--- config.mk ---
export PLATFORM = sky130hd
export DESIGN_NAME = cpu
export DESIGN_NICKNAME = d
export VERILOG_FILES = /design/src/rtl/cpu_pkg.sv /design/src/rtl/cpu_control_fsm.sv /design/src/rtl/cpu.sv
export SDC_FILE = /design/constraint.sdc
export NUM_CORES = 1
export LEC_CHECK = 0
export ABC_AREA = 1
export CAP_MARGIN = 20
export CORE_ASPECT_RATIO = 1.4
export CORE_MARGIN = 3
export CORE_UTILIZATION = 36
export CTS_CLUSTER_DIAMETER = 60
export DETAILED_ROUTE_END_ITERATION = 10
export PLACE_DENSITY_LB_ADDON = 0.2
export SYNTH_ARGS = -nofsm -noshare
export SYNTH_HDL_FRONTEND = slang
export SYNTH_HIERARCHICAL = 1
export SYNTH_SLANG_ARGS = --single-unit
--- constraint.sdc ---
create_clock -name clk -period 1.6 [get_ports clk]
set_input_delay 0.4 -clock clk [delete_from_list [all_inputs] [get_ports clk]]
set_output_delay 0.4 -clock clk [all_outputs]
set_load 0.1 [all_outputs]
--- src/rtl/cpu_pkg.sv ---
`default_nettype none
// ============================================================================
// Module      : cpu_pkg
// Description : Shared opcodes, ALU codes, FSM state encoding and instruction
//               field helpers for the stack-based cpu core.
// Revision    : 1.0 - initial release
// ============================================================================
package cpu_pkg;

    // Instruction field positions (16-bit instruction word)
    localparam int c_OPC_MSB = 15;
    localparam int c_OPC_LSB = 11;
    localparam int c_IMM_MSB = 10;
    localparam int c_IMM_LSB = 0;

    // Opcodes
    localparam logic [4:0] c_OPC_NOP    = 5'd0;
    localparam logic [4:0] c_OPC_PUSH_I = 5'd1;
    localparam logic [4:0] c_OPC_PUSH   = 5'd2;
    localparam logic [4:0] c_OPC_POP    = 5'd3;
    localparam logic [4:0] c_OPC_ADD    = 5'd4;
    localparam logic [4:0] c_OPC_SUB    = 5'd5;
    localparam logic [4:0] c_OPC_MUL    = 5'd6;
    localparam logic [4:0] c_OPC_DIV    = 5'd7;
    localparam logic [4:0] c_OPC_MOD    = 5'd8;
    localparam logic [4:0] c_OPC_AND    = 5'd9;
    localparam logic [4:0] c_OPC_NAND   = 5'd10;
    localparam logic [4:0] c_OPC_OR     = 5'd11;
    localparam logic [4:0] c_OPC_XOR    = 5'd12;
    localparam logic [4:0] c_OPC_CMP_EQ = 5'd13;
    localparam logic [4:0] c_OPC_NOT    = 5'd14;
    localparam logic [4:0] c_OPC_GOTO   = 5'd15;
    localparam logic [4:0] c_OPC_IF_Z   = 5'd16;
    localparam logic [4:0] c_OPC_CALL   = 5'd20;
    localparam logic [4:0] c_OPC_RET    = 5'd21;
    localparam logic [4:0] c_OPC_HALT   = 5'd31;

    // ALU operation codes presented on op_ALU
    localparam logic [3:0] c_ALU_ADD    = 4'd0;
    localparam logic [3:0] c_ALU_SUB    = 4'd1;
    localparam logic [3:0] c_ALU_MUL    = 4'd2;
    localparam logic [3:0] c_ALU_DIV    = 4'd3;
    localparam logic [3:0] c_ALU_MOD    = 4'd4;
    localparam logic [3:0] c_ALU_AND    = 4'd5;
    localparam logic [3:0] c_ALU_NAND   = 4'd6;
    localparam logic [3:0] c_ALU_OR     = 4'd7;
    localparam logic [3:0] c_ALU_XOR    = 4'd8;
    localparam logic [3:0] c_ALU_CMP_EQ = 4'd9;
    localparam logic [3:0] c_ALU_NOT    = 4'd10;

    // Control FSM states
    typedef enum logic [2:0] {
        ST_FETCH  = 3'd0,
        ST_DECODE = 3'd1,
        ST_POP_B  = 3'd2,
        ST_POP_A  = 3'd3,
        ST_MEM_RD = 3'd4,
        ST_PUSH   = 3'd5,
        ST_EXEC   = 3'd6,
        ST_HALT   = 3'd7
    } state_t;

    function automatic logic [4:0] get_opc(input logic [15:0] word);
        return word[c_OPC_MSB:c_OPC_LSB];
    endfunction

    function automatic logic [10:0] get_imm(input logic [15:0] word);
        return word[c_IMM_MSB:c_IMM_LSB];
    endfunction

    // Two-operand ALU instructions occupy a contiguous opcode range
    function automatic logic is_binary_alu(input logic [4:0] opc);
        return (opc >= c_OPC_ADD) && (opc <= c_OPC_CMP_EQ);
    endfunction

    // ALU code follows the opcode order of the binary ops; NOT has its own
    function automatic logic [3:0] alu_code(input logic [4:0] opc);
        if (is_binary_alu(opc)) begin
            return 4'(opc - c_OPC_ADD);
        end else if (opc == c_OPC_NOT) begin
            return c_ALU_NOT;
        end else begin
            return c_ALU_ADD;
        end
    endfunction

endpackage
`default_nettype wire

--- src/rtl/cpu_control_fsm.sv ---
`default_nettype none
// ============================================================================
// Module      : cpu_control_fsm
// Description : Control sequencer of the cpu core: state register, next-state
//               decode and Moore strobe generation for memories and stacks.
// Revision    : 1.0 - initial release
// ============================================================================
module cpu_control_fsm
    import cpu_pkg::*;
(
    input  logic       clk,
    input  logic       reset,
    input  logic [4:0] fetch_opc,
    input  logic [4:0] ir_opc,
    input  logic       stack_full_operations,
    input  logic       stack_full_subroutines,
    output state_t     state,
    output logic       read_inst_enable,
    output logic       read_data_enable,
    output logic       write_data_enable,
    output logic       stack_push_operations,
    output logic       stack_pop_operations,
    output logic       stack_push_subroutines,
    output logic       stack_pop_subroutines
);

    state_t r_state;
    state_t w_next_state;

    assign state = r_state;

    // State register; reset restarts at FETCH and aborts any instruction
    always_ff @(posedge clk or negedge reset) begin
        if (!reset) begin
            r_state <= ST_FETCH;
        end else begin
            r_state <= w_next_state;
        end
    end

    // Next-state: DECODE dispatches on the opcode arriving from memory
    always_comb begin
        w_next_state = r_state;
        case (r_state)
            ST_FETCH:  w_next_state = ST_DECODE;
            ST_DECODE: begin
                if (is_binary_alu(fetch_opc)) begin
                    w_next_state = ST_POP_B;
                end else begin
                    case (fetch_opc)
                        c_OPC_PUSH_I, c_OPC_POP, c_OPC_GOTO,
                        c_OPC_IF_Z, c_OPC_CALL, c_OPC_RET: w_next_state = ST_EXEC;
                        c_OPC_PUSH:                        w_next_state = ST_MEM_RD;
                        c_OPC_NOT:                         w_next_state = ST_POP_A;
                        c_OPC_HALT:                        w_next_state = ST_HALT;
                        default:                           w_next_state = ST_FETCH;
                    endcase
                end
            end
            ST_POP_B:  w_next_state = ST_POP_A;
            ST_POP_A:  w_next_state = ST_PUSH;
            ST_MEM_RD: w_next_state = ST_PUSH;
            ST_PUSH:   w_next_state = stack_full_operations ? ST_HALT : ST_FETCH;
            ST_EXEC: begin
                if (((ir_opc == c_OPC_PUSH_I) && stack_full_operations) ||
                    ((ir_opc == c_OPC_CALL) && stack_full_subroutines)) begin
                    w_next_state = ST_HALT;
                end else begin
                    w_next_state = ST_FETCH;
                end
            end
            ST_HALT:   w_next_state = ST_HALT;
            default:   w_next_state = ST_FETCH;
        endcase
    end

    // Strobe decode; pushes into a full stack are suppressed, and every
    // strobe is held low while reset is asserted
    always_comb begin
        read_inst_enable       = 1'b0;
        read_data_enable       = 1'b0;
        write_data_enable      = 1'b0;
        stack_push_operations  = 1'b0;
        stack_pop_operations   = 1'b0;
        stack_push_subroutines = 1'b0;
        stack_pop_subroutines  = 1'b0;
        if (reset) begin
            case (r_state)
                ST_FETCH:  read_inst_enable = 1'b1;
                ST_MEM_RD: read_data_enable = 1'b1;
                ST_POP_B,
                ST_POP_A:  stack_pop_operations = 1'b1;
                ST_PUSH:   stack_push_operations = !stack_full_operations;
                ST_EXEC: begin
                    case (ir_opc)
                        c_OPC_PUSH_I: stack_push_operations = !stack_full_operations;
                        c_OPC_POP: begin
                            write_data_enable    = 1'b1;
                            stack_pop_operations = 1'b1;
                        end
                        c_OPC_IF_Z:   stack_pop_operations   = 1'b1;
                        c_OPC_CALL:   stack_push_subroutines = !stack_full_subroutines;
                        c_OPC_RET:    stack_pop_subroutines  = 1'b1;
                        default: ;
                    endcase
                end
                default: ;
            endcase
        end
    end

endmodule
`default_nettype wire

--- src/rtl/cpu.sv ---
`default_nettype none
// ============================================================================
// Module      : cpu
// Description : Multi-cycle stack-based 16-bit core. Holds PC, IR and ALU
//               operand registers; sequencing lives in cpu_control_fsm.
// Revision    : 1.0 - initial release
// ============================================================================
module cpu
    import cpu_pkg::*;
#(
    parameter int WIDTH_DATA = 16,
    parameter int AWIDTH     = 5
) (
    input  logic                  clk,
    input  logic                  reset,
    input  logic [WIDTH_DATA-1:0] instruction,
    output logic [AWIDTH-1:0]     address_memory_inst,
    output logic                  read_inst_enable,
    output logic [WIDTH_DATA-1:0] memory_data_out,
    input  logic [WIDTH_DATA-1:0] memory_data_in,
    output logic                  read_data_enable,
    output logic                  write_data_enable,
    output logic [9:0]            address_memory_data,
    input  logic [WIDTH_DATA-1:0] result_alu,
    output logic [WIDTH_DATA-1:0] operand_a,
    output logic [WIDTH_DATA-1:0] operand_b,
    output logic [3:0]            op_ALU,
    input  logic                  stack_full_operations,
    input  logic [WIDTH_DATA-1:0] stack_data_out_operations,
    output logic                  stack_push_operations,
    output logic                  stack_pop_operations,
    output logic [WIDTH_DATA-1:0] stack_data_in_operations,
    input  logic                  stack_full_subroutines,
    input  logic [WIDTH_DATA-1:0] stack_data_out_subroutines,
    output logic                  stack_push_subroutines,
    output logic                  stack_pop_subroutines,
    output logic [WIDTH_DATA-1:0] stack_data_in_subroutines
);

    logic [AWIDTH-1:0]     r_pc;
    logic [WIDTH_DATA-1:0] r_ir;
    logic [WIDTH_DATA-1:0] r_operand_a;
    logic [WIDTH_DATA-1:0] r_operand_b;
    state_t                w_state;
    logic [4:0]            w_ir_opc;
    logic [10:0]           w_imm;
    logic                  w_unused_sub;

    assign w_ir_opc     = get_opc(r_ir);
    assign w_imm        = get_imm(r_ir);
    // Only the PC-sized low bits of a return address are meaningful
    assign w_unused_sub = ^stack_data_out_subroutines[WIDTH_DATA-1:AWIDTH];

    assign address_memory_inst = r_pc;
    assign address_memory_data = r_ir[9:0];
    assign operand_a           = r_operand_a;
    assign operand_b           = r_operand_b;
    assign op_ALU              = alu_code(w_ir_opc);

    cpu_control_fsm u_control_fsm (
        .clk                    (clk),
        .reset                  (reset),
        .fetch_opc              (get_opc(instruction)),
        .ir_opc                 (w_ir_opc),
        .stack_full_operations  (stack_full_operations),
        .stack_full_subroutines (stack_full_subroutines),
        .state                  (w_state),
        .read_inst_enable       (read_inst_enable),
        .read_data_enable       (read_data_enable),
        .write_data_enable      (write_data_enable),
        .stack_push_operations  (stack_push_operations),
        .stack_pop_operations   (stack_pop_operations),
        .stack_push_subroutines (stack_push_subroutines),
        .stack_pop_subroutines  (stack_pop_subroutines)
    );

    // Datapath registers: IR/PC load in DECODE, operands latch while popping,
    // control transfers resolve in EXEC
    always_ff @(posedge clk or negedge reset) begin
        if (!reset) begin
            r_pc        <= '0;
            r_ir        <= '0;
            r_operand_a <= '0;
            r_operand_b <= '0;
        end else begin
            case (w_state)
                ST_DECODE: begin
                    r_ir <= instruction;
                    r_pc <= r_pc + AWIDTH'(1);
                    if (get_opc(instruction) == c_OPC_NOT) begin
                        r_operand_b <= '0;
                    end
                end
                ST_POP_B: r_operand_b <= stack_data_out_operations;
                ST_POP_A: r_operand_a <= stack_data_out_operations;
                ST_EXEC: begin
                    case (w_ir_opc)
                        c_OPC_GOTO: r_pc <= w_imm[AWIDTH-1:0];
                        c_OPC_IF_Z: begin
                            if (stack_data_out_operations == '0) begin
                                r_pc <= w_imm[AWIDTH-1:0];
                            end
                        end
                        c_OPC_CALL: begin
                            if (!stack_full_subroutines) begin
                                r_pc <= w_imm[AWIDTH-1:0];
                            end
                        end
                        c_OPC_RET:  r_pc <= stack_data_out_subroutines[AWIDTH-1:0];
                        default: ;
                    endcase
                end
                default: ;
            endcase
        end
    end

    // Data-path outputs for stack pushes and memory writes, zero when idle
    always_comb begin
        stack_data_in_operations  = '0;
        stack_data_in_subroutines = '0;
        memory_data_out           = '0;
        case (w_state)
            ST_EXEC: begin
                case (w_ir_opc)
                    c_OPC_PUSH_I: stack_data_in_operations  = {{(WIDTH_DATA-11){1'b0}}, w_imm};
                    c_OPC_POP:    memory_data_out           = stack_data_out_operations;
                    c_OPC_CALL:   stack_data_in_subroutines = {{(WIDTH_DATA-AWIDTH){1'b0}}, r_pc};
                    default: ;
                endcase
            end
            ST_PUSH: begin
                stack_data_in_operations = (w_ir_opc == c_OPC_PUSH) ? memory_data_in : result_alu;
            end
            default: ;
        endcase
    end

endmodule
`default_nettype wire

# [Yosys cells after proc, flatten, opt, wreduce, memory -nomap -nowiden]
# Memories as Yosys holds them, arrays and structs flattened.
# Cells that the tools add are included.
[op_classes] add_sub_neg=2 magnitude_cmp=4 n_eq_ne=20 muxes=38 n_reduce_logical=16
[op_table] cell="2-to-1 mux 16 bit" n=4
[op_table] cell="one-hot mux 16 bit (2 select lines)" n=2
[op_table] cell="one-hot mux 3 bit (7 select lines)" n=1
[op_table] cell="2-to-1 mux 5 bit" n=4
[op_table] cell="one-hot mux 5 bit (4 select lines)" n=1
[op_table] cell="2-to-1 mux 1 bit" n=17
[op_table] cell="zero test 16 bit" n=1
[op_table] cell="== test 5 x 4 -> 1 bit (second input constant)" n=3
[op_table] cell="== test 5 bit (second input constant)" n=3
[op_table] cell="== test 3 bit (second input constant)" n=4
[op_table] cell="2-to-1 mux 11 bit" n=1
[op_table] cell="== test 5 x 2 -> 1 bit (second input constant)" n=2
[op_table] cell="greater-or-equal comparator 5 x 3 -> 1 bit (second input constant)" n=2
[op_table] cell="less-or-equal comparator 5 x 4 -> 1 bit (second input constant)" n=2
[op_table] cell="one-hot mux 5 bit (2 select lines)" n=1
[op_table] cell="2-to-1 mux 3 bit" n=3
[op_table] cell="2-to-1 mux 4 bit" n=2
[op_table] cell="== test 3 x 2 -> 1 bit (second input constant)" n=2
[op_table] cell="inequality test 3 bit (second input constant)" n=2
[op_table] cell="OR reduction 2 bit" n=3
[op_table] cell="adder 5 x 1 -> 5 bit (second input constant)" n=1
[op_table] cell="== test 5 x 1 -> 1 bit (second input constant)" n=1
[op_table] cell="inequality test 5 x 4 -> 1 bit (second input constant)" n=1
[op_table] cell="logical AND 1 bit" n=4
[op_table] cell="other kinds (10)" n=13
[totals] regBits=56 mem_bits_ro=96 input_bits=84 out_inout_bits=106 elab_cells=86 memories=1
[memory_table] name="(name not given)" words=32 width=3 read_ports=1 rd_ports_with_merged_regs=0 write_ports=0 line_no="cpu_control_fsm.sv:50" rtl="case (fetch_opc)"

# [Longest topological paths before layout]
# Gate-level depths: netlist of the first run.
[logic_depth] word_depth=5 depth_mapped=11 depth_no_buf=11

# [Cells and area by module]
# The synthesis of the first run kept the hierarchy.
[by_module_without_submodules] module="cpu" instances=1 cells_per_inst=411 area_each_um2=3119.2 seq_area_each_um2=1326.3
[by_module_without_submodules] module="cpu_control_fsm" instances=1 cells_per_inst=87 area_each_um2=459.2 seq_area_each_um2=75.1

# [Worst setup path before layout of the first run]
# Ideal clock, no wire load.
[synth_path] path_kind="register to output" start="register u_control_fsm.r_state[0] (netlist: u_control_fsm/state[0])" end="output port read_inst_enable" t_arrival_ns=3.413 required_time_ns=1.200 setup_slack_ns=-2.213 path_stages_with_launch=2 n_path_buf=0 path_cell_list="dfrtp_1 nor4_1"
[synth_between] elab_chain_cells=3
[synth_lines] element="start, declared" line_no="cpu_control_fsm.sv:27" rtl="state_t r_state;"
[synth_lines] element="start signal, assigned" line_no="cpu_control_fsm.sv:37" rtl="r_state <= w_next_state;"
[synth_lines] element="zero test 3 bit" line_no="cpu_control_fsm.sv:88" rtl="case (r_state)"
[synth_lines] element="2-to-1 mux 1 bit" line_no="cpu_control_fsm.sv:88"
[synth_lines] element="2-to-1 mux 1 bit" line_no="cpu_control_fsm.sv:87" rtl="if (reset) begin"
[synth_lines] element="end, declared" line_no="cpu.sv:18" rtl="output logic read_inst_enable,"
# No other way between the ends.

# [Worst setup path after layout of the first run]
[layout_path] start="register r_ir[13]" end="output port stack_pop_operations"
[layout_between] elab_chain_cells=5 word_cells_on_any_way=6 cone_classes="2 x eq/ne; 3 x mux; 1 x reduce/logical"
[layout_lines] element="start, declared" line_no="cpu.sv:41" rtl="logic [WIDTH_DATA-1:0] r_ir;"
[layout_lines] element="start signal, assigned" line_no="cpu.sv:88" rtl="r_ir <= instruction;"
[layout_lines] element="== test 5 x 2 -> 1 bit or == test 5 bit (tied branches)" line_no="cpu_control_fsm.sv:95" rtl="case (ir_opc)"
[layout_lines] element="OR reduction 2 bit (no source line) (*)"
[layout_lines] element="2-to-1 mux 1 bit (*)" line_no="cpu_control_fsm.sv:95"
[layout_lines] element="one-hot mux 1 bit (2 select lines) (*)" line_no="cpu_control_fsm.sv:88"
[layout_lines] element="2-to-1 mux 1 bit (*)" line_no="cpu_control_fsm.sv:87"
[layout_lines] element="end, declared" line_no="cpu.sv:31" rtl="output logic stack_pop_operations,"
# Every way passes the cells marked *; elsewhere a longest branch is shown, timed or not.

==> results of run 1 <==
[repair_timing]
item | 4_1_cts | 5_1_grt
setup endpoints to repair | 54 | 78
cloned | 3 | 1
pin swaps | 26 | 13
buffers inserted | 13 | 2
resized for setup | 63 | 57
[flip-flops by register name, summed over array words and instances (netlist names)]
signal	flops
address_memory_inst	5
operand_a	16
operand_b	16
r_ir	16
u_control_fsm/state	3
[stage by stage]
| step | total power [uW] | std cells |
|---|---|---|
| 3_3_place_gp | 16400 | 845 |
| 3_5_place_dp | 16700 | 845 |
| 4_1_cts | 18600 | 867 |
| 6_report | 19000 | 868 |
| 2_1_floorplan | 11500 | 508 |
| 5_1_grt | 19800 | 868 |
[synthesized netlist by cell type (8+ instances only)]
library cell  count  area (sq um)
a21oi_1          18          90.1
buf_4            22           165
clkbuf_1         10          37.5
dfrtp_1          56          1400
inv_1            52           195
inv_2             8          30.0
nand2_1          81           304
nand3_1          40           200
nor2_1           71           267
nor3_1           19          95.1
o21ai_0          36           180
o21ai_1          27           135
o22ai_1          13          81.3
[critical path: stages (launching register included)]
cell and delay (ns):
dfrtp_2 0.43, buf_4 0.16, inv_2 0.07, nand2_2 0.06, nor2_1 0.15, nand3_1 0.11
o21ai_1 0.10, nand2_1 0.11, a21oi_4 0.18, buf_12 0.19
[worst max-delay path by stage]
| stage | startpoint | endpoint | slack (ns) | cells past startpoint |
|---|---|---|---|---|
| 2_1_floorplan | r_ir[14] | memory_data_out[10] | -0.79 | 7 |
| 3_3_place_gp | r_ir[13] | stack_data_in_operations[2] | -0.37 | 8 |
| 3_5_place_dp | r_ir[13] | stack_data_in_operations[0] | -0.47 | 8 |
| 4_1_cts | r_ir[13] | memory_data_out[8] | -0.64 | 9 |
| 5_1_grt | r_ir[13] | stack_data_in_operations[10] | -0.75 | 9 |
| 6_report | r_ir[13] | stack_pop_operations | -0.66 | 9 |
[power groups by stage]
stage               clock, uW  sequential, uW  combinational (uW)
floorplan                   0            6010                5470
global placement            0            3000               13400
detailed placement          0            3050               13700
CTS                      1150            3020               14400
global route             1210            3160               15400
finish                   1130            3070               14800
[cell type report]
cell class	instances	area [sq um]
inverter	63	265
timing repair inverter	1	16.3
sequential	56	1420
fill	486	1400
tap	132	165
multi-input combinational	352	2670
clock buffer	8	146
timing repair buffer	256	3480
[routing by layer]
layer,wire [um],track usage (%)
met4,397,8.62
met2,8700,53.2
met1,5010,27.1
met3,1250,8.46
met5,0,0
[logic make-up after synthesis]
logic type	Yosys count
fa+ha+maj	4
compound gates	96
simple gates	238
buf+inv	102
flops	56
other cells	1
xor+xnor	1
==> out/results.txt, run 1 <==
Status: finished, violations left
Failing checks: setup timing
First-pass GRT wire length: 24.3 mm
Slew Limit Fails: 0
Multiplexer area fraction after synthesis: 0%
Diode count: 0
Reg2Reg Depth: 13
Layout cell share with drive strength beyond 1: 48.6%
I/O pin count: 190
Htree depth: 2
Antenna violation net count after detailed routing: 0
# nets final: 823
Clock power frac: 5.9%
YS warnings: 6
Sequential area share after synthesis: 39.2%
DP Worst Slack: -0.470 ns
Clk slew on worst S/H paths: 0.07 ns
Final TNS setup: -28.01 ns
Area after DPL: 0.00739 sq mm
DRT Pass-1 Iters: 4
Final min period: 2.26 ns
R2r endpoint: address_memory_inst[3]
Core Region: 0.00956 sq mm
Crit Path Max Fanout: 4
VDD IR max: 1.71 mV
Buffers added on ports: 167
Period utilization: 141%
Logic pwr share: 77.9%
FP Rows: 42
CTS tree: built
Actual slew at the worst max-slew pin: 0.732 ns
Fmax: 442 MHz
DRC: 0
Post-synth EDFFs: 0
Die W: 90.3 um
Post-synthesis adder-cell area fraction: 1.40%
Clock Root Buffer: clkbuf_16
Max Cap Violations: 0
Switching Power: 10,900 uW
Die area: 0.0112 sq mm
Most frequent cells in the layout: buf_12, nand2_1, clkdlybuf4s50_1
Clock Skew: 0.00858 ns
Gpl congestion: 0.895
Rel. slew slack: 51.2%
Worst Setup End Kind: output pin
P_leak: 0.00366 uW
Hold Crit Class: in -> async
Layout area overhead: 128%
Final WL: 15.4 mm
Vias per inst: 5.14
Inserted Clock Buffers: 5
Async SR Flop Fraction: 100%
Reg power frac: 16.1%
Largest net degree at the start of global routing: 57
Post-route design area: 0.00816 sq mm
Complex-gate fraction of the synthesized area: 14.1%
Setup violations, final: 53
Initial antenna violation count: 0
Setup slack, reg-to-reg: -0.13 ns
Critical Path Source Type: flop
Worst skew pair latency: 0.30 ns
R2r startpoint: r_ir[13]
Vias in the first global route: 4,841
Final WS setup: -0.661 ns
Post-Synth XOR/XNOR Area: 0.245%
Most common cell after layout, fill and taps aside: buf_12
Syn Area/Cell: 7.19 sq um
Pwr Density: 2330 mW/mm^2
Worst EP required: 1.20 ns
Switching Fraction: 57.3%
Top FF cell, synth: dfrtp_1
Netlist cell types: 34
Layout Utilization: 85.3%
Grt ovf: 0
DRT iter0 DRCs: 189
Worst endpoint data arrival time: 1.86 ns
Final hold vios: 0
DP HPWL: 11.1 mm
Routed len/inst: 17.7 um
Clock tree buffer depth: 2
Largest family of logic cells by synthesized area: simple AND/OR/NAND/NOR gates
Flops & latches, synth: 56
Mapped Area: 0.00358 sq mm
Post-Synthesis Cells: 498
Total track usage: 27.1%
Initial Utilization: 37.4%
Die Height: 124 um
Hold_buf cts: 0
Via count: 4,459
Unrepaired setup endpoints after global routing: true
Hold slack: 0.434 ns
Setup CP Type: reg -> out
Simple-gate share of the synthesized area: 31.0%
Clk sinks: 56
Pint: 8140 uW
(Power assumes the default switching activity.)
==> run 2, diff against run 1 <==
ABC_AREA = 0   (was 1)
CORE_UTILIZATION = 35   (was 36)
MAX_ROUTING_LAYER = met4   (was not set)
==> out/results.txt, run 2 <==
Post-Synthesis Cells: 328
Post-synth EDFFs: 0
Slew Limit Fails: 0
Die area: 0.0111 sq mm
Crit Path Max Fanout: 7
Flops & latches, synth: 56
DRT iter0 DRCs: 245
Critical Path Source Type: flop
Final min period: 2.57 ns
Most common cell after layout, fill and taps aside: buf_12
Clk sinks: 56
Cell with the most instances after synthesis: dfrtp_1
Fmax: 390 MHz
Final WS setup: -0.966 ns
Gpl congestion: 0.859
FP Rows: 42
Via count: 3,688
Failing checks: setup timing
Worst skew pair latency: 0.30 ns
Clock Root Buffer: clkbuf_16
Hold Crit Class: in -> async
Layout area overhead: 133%
Core Region: 0.00951 sq mm
Async SR Flop Fraction: 100%
First-pass GRT wire length: 22.0 mm
Final WL: 15.1 mm
Area after DPL: 0.00708 sq mm
Antenna violation net count after detailed routing: 0
Final hold vios: 0
Layout cell share with drive strength beyond 1: 60.7%
Unrepaired setup endpoints after global routing: true
Die Height: 123 um
Inserted Clock Buffers: 5
Rel. slew slack: 53.9%
Initial antenna violation count: 0
Routed len/inst: 21.2 um
DRC: 0
Initial Utilization: 36.1%
YS warnings: 6
Grt ovf: 0
DP HPWL: 9.81 mm
I/O pin count: 190
Die W: 89.7 um
Netlist cell types: 55
Hold slack: 0.125 ns
Worst endpoint data arrival time: 2.17 ns
Setup CP Type: reg -> out
CTS tree: built
Area contributors post-synth: dfrtp_1, mux2_2, mux2i_1
Clock Skew: 0.00623 ns
Buffers added on ports: 167
Diode count: 0
Clk slew on worst S/H paths: 0.07 ns
DRT Pass-1 Iters: 4
Vias per inst: 5.19
Status: finished, violations left
Total track usage: 26.0%
Htree depth: 2
Actual slew at the worst max-slew pin: 0.691 ns
Worst EP required: 1.20 ns
Post-route design area: 0.00800 sq mm
Post-synth top area share: 40.8%
# nets final: 665
Largest net degree at the start of global routing: 54
Most frequent cells in the layout: buf_12, buf_4, clkdlybuf4s50_1
Syn Area/Cell: 10.5 sq um
Clock tree buffer depth: 2
Mapped Area: 0.00344 sq mm
Synth area leader: dfrtp_1
Synth top cells by count: dfrtp_1, mux2_2, and2_1, buf_4, mux2i_1
Vias in the first global route: 4,003
Sequential area share after synthesis: 40.8%
Max Cap Violations: 0
Worst Setup End Kind: output pin
Setup violations, final: 104
Period utilization: 160%
Top FF cell, synth: dfrtp_1
Layout Utilization: 84.1%
## run 2: cell type report
type | instances | area (sq um)
Timing Repair Buffer | 266 | 3600
Multi-Input combinational cell | 238 | 2630
Fill cell | 449 | 1510
Sequential cell | 56 | 1420
Tap cell | 132 | 165
Clock buffer | 7 | 143
Inverter | 10 | 42.5
Clock inverter | 1 | 7.51
## run 2: path summary, 6_finish.rpt
path / from / endpoint / slack (ns) / cells after the start
worst max register to register: r_ir[13] / address_memory_inst[1] / -0.55 / 7
worst min register to register: r_ir[10] / r_ir[10] / 0.53 / 1
worst min-delay path: reset / u_control_fsm/state[0] / 0.13 / 2
min in group clk: r_ir[10] / r_ir[10] / 0.53 / 1
max in group asynchronous: reset / address_memory_inst[1] / 0.57 / 3
worst max-delay path: r_ir[13] / op_ALU[3] / -0.97 / 7
## run 2: critical path, stage by stage, from the launching register on
cell	delay [ns]
dfrtp_2	0.42
buf_4	0.16
buf_12	0.14
a311oi_4	0.29
a311o_2	0.18
or3b_4	0.39
o21ai_4	0.08
buf_12	0.19
## run 2: repair_timing
action,4_1_cts,5_1_grt
resized for setup,69,45
cloned,1,2
hold buffers,0,0
setup buffers,17,11
setup endpoints to repair,82,94
pin swaps,17,19
## run 2: per-stage QoR
stage	cells	setup TNS (ns)	setup WS (ns)
2_1_floorplan	338	-25.77	-0.817
3_3_place_gp	676	-23.21	-0.590
3_5_place_dp	676	-27.45	-0.734
4_1_cts	701	-38.30	-0.925
5_1_grt	710	-54.82	-1.05
6_report	710	-49.20	-0.966
## run 2: cell families (layout without fill, tap and decap cells)
group,Yosys count,after routing,synth area share [%]
flops,56,56,40.8
simple gates,105,105,19.2
other cells,1,11,0.109
fa+ha+maj,4,4,1.46
mux,54,54,17.4
buf+inv,44,284,7.25
compound gates,60,60,12.8
xor+xnor,4,4,1.02
## run 2: metal layers
layer	up-vias	GRT usage, %	share of wire [%]
met5	-	-	0
met1	1828	26.9	34
met2	168	46.7	55
met3	34	7.85	8.0
li1	1658	-	-
met4	0	9.97	3.1
Power of run 2 is left out: the tool's default activity adds up to more than one toggle a clock period on the data nets, which glitch-free logic cannot reach.
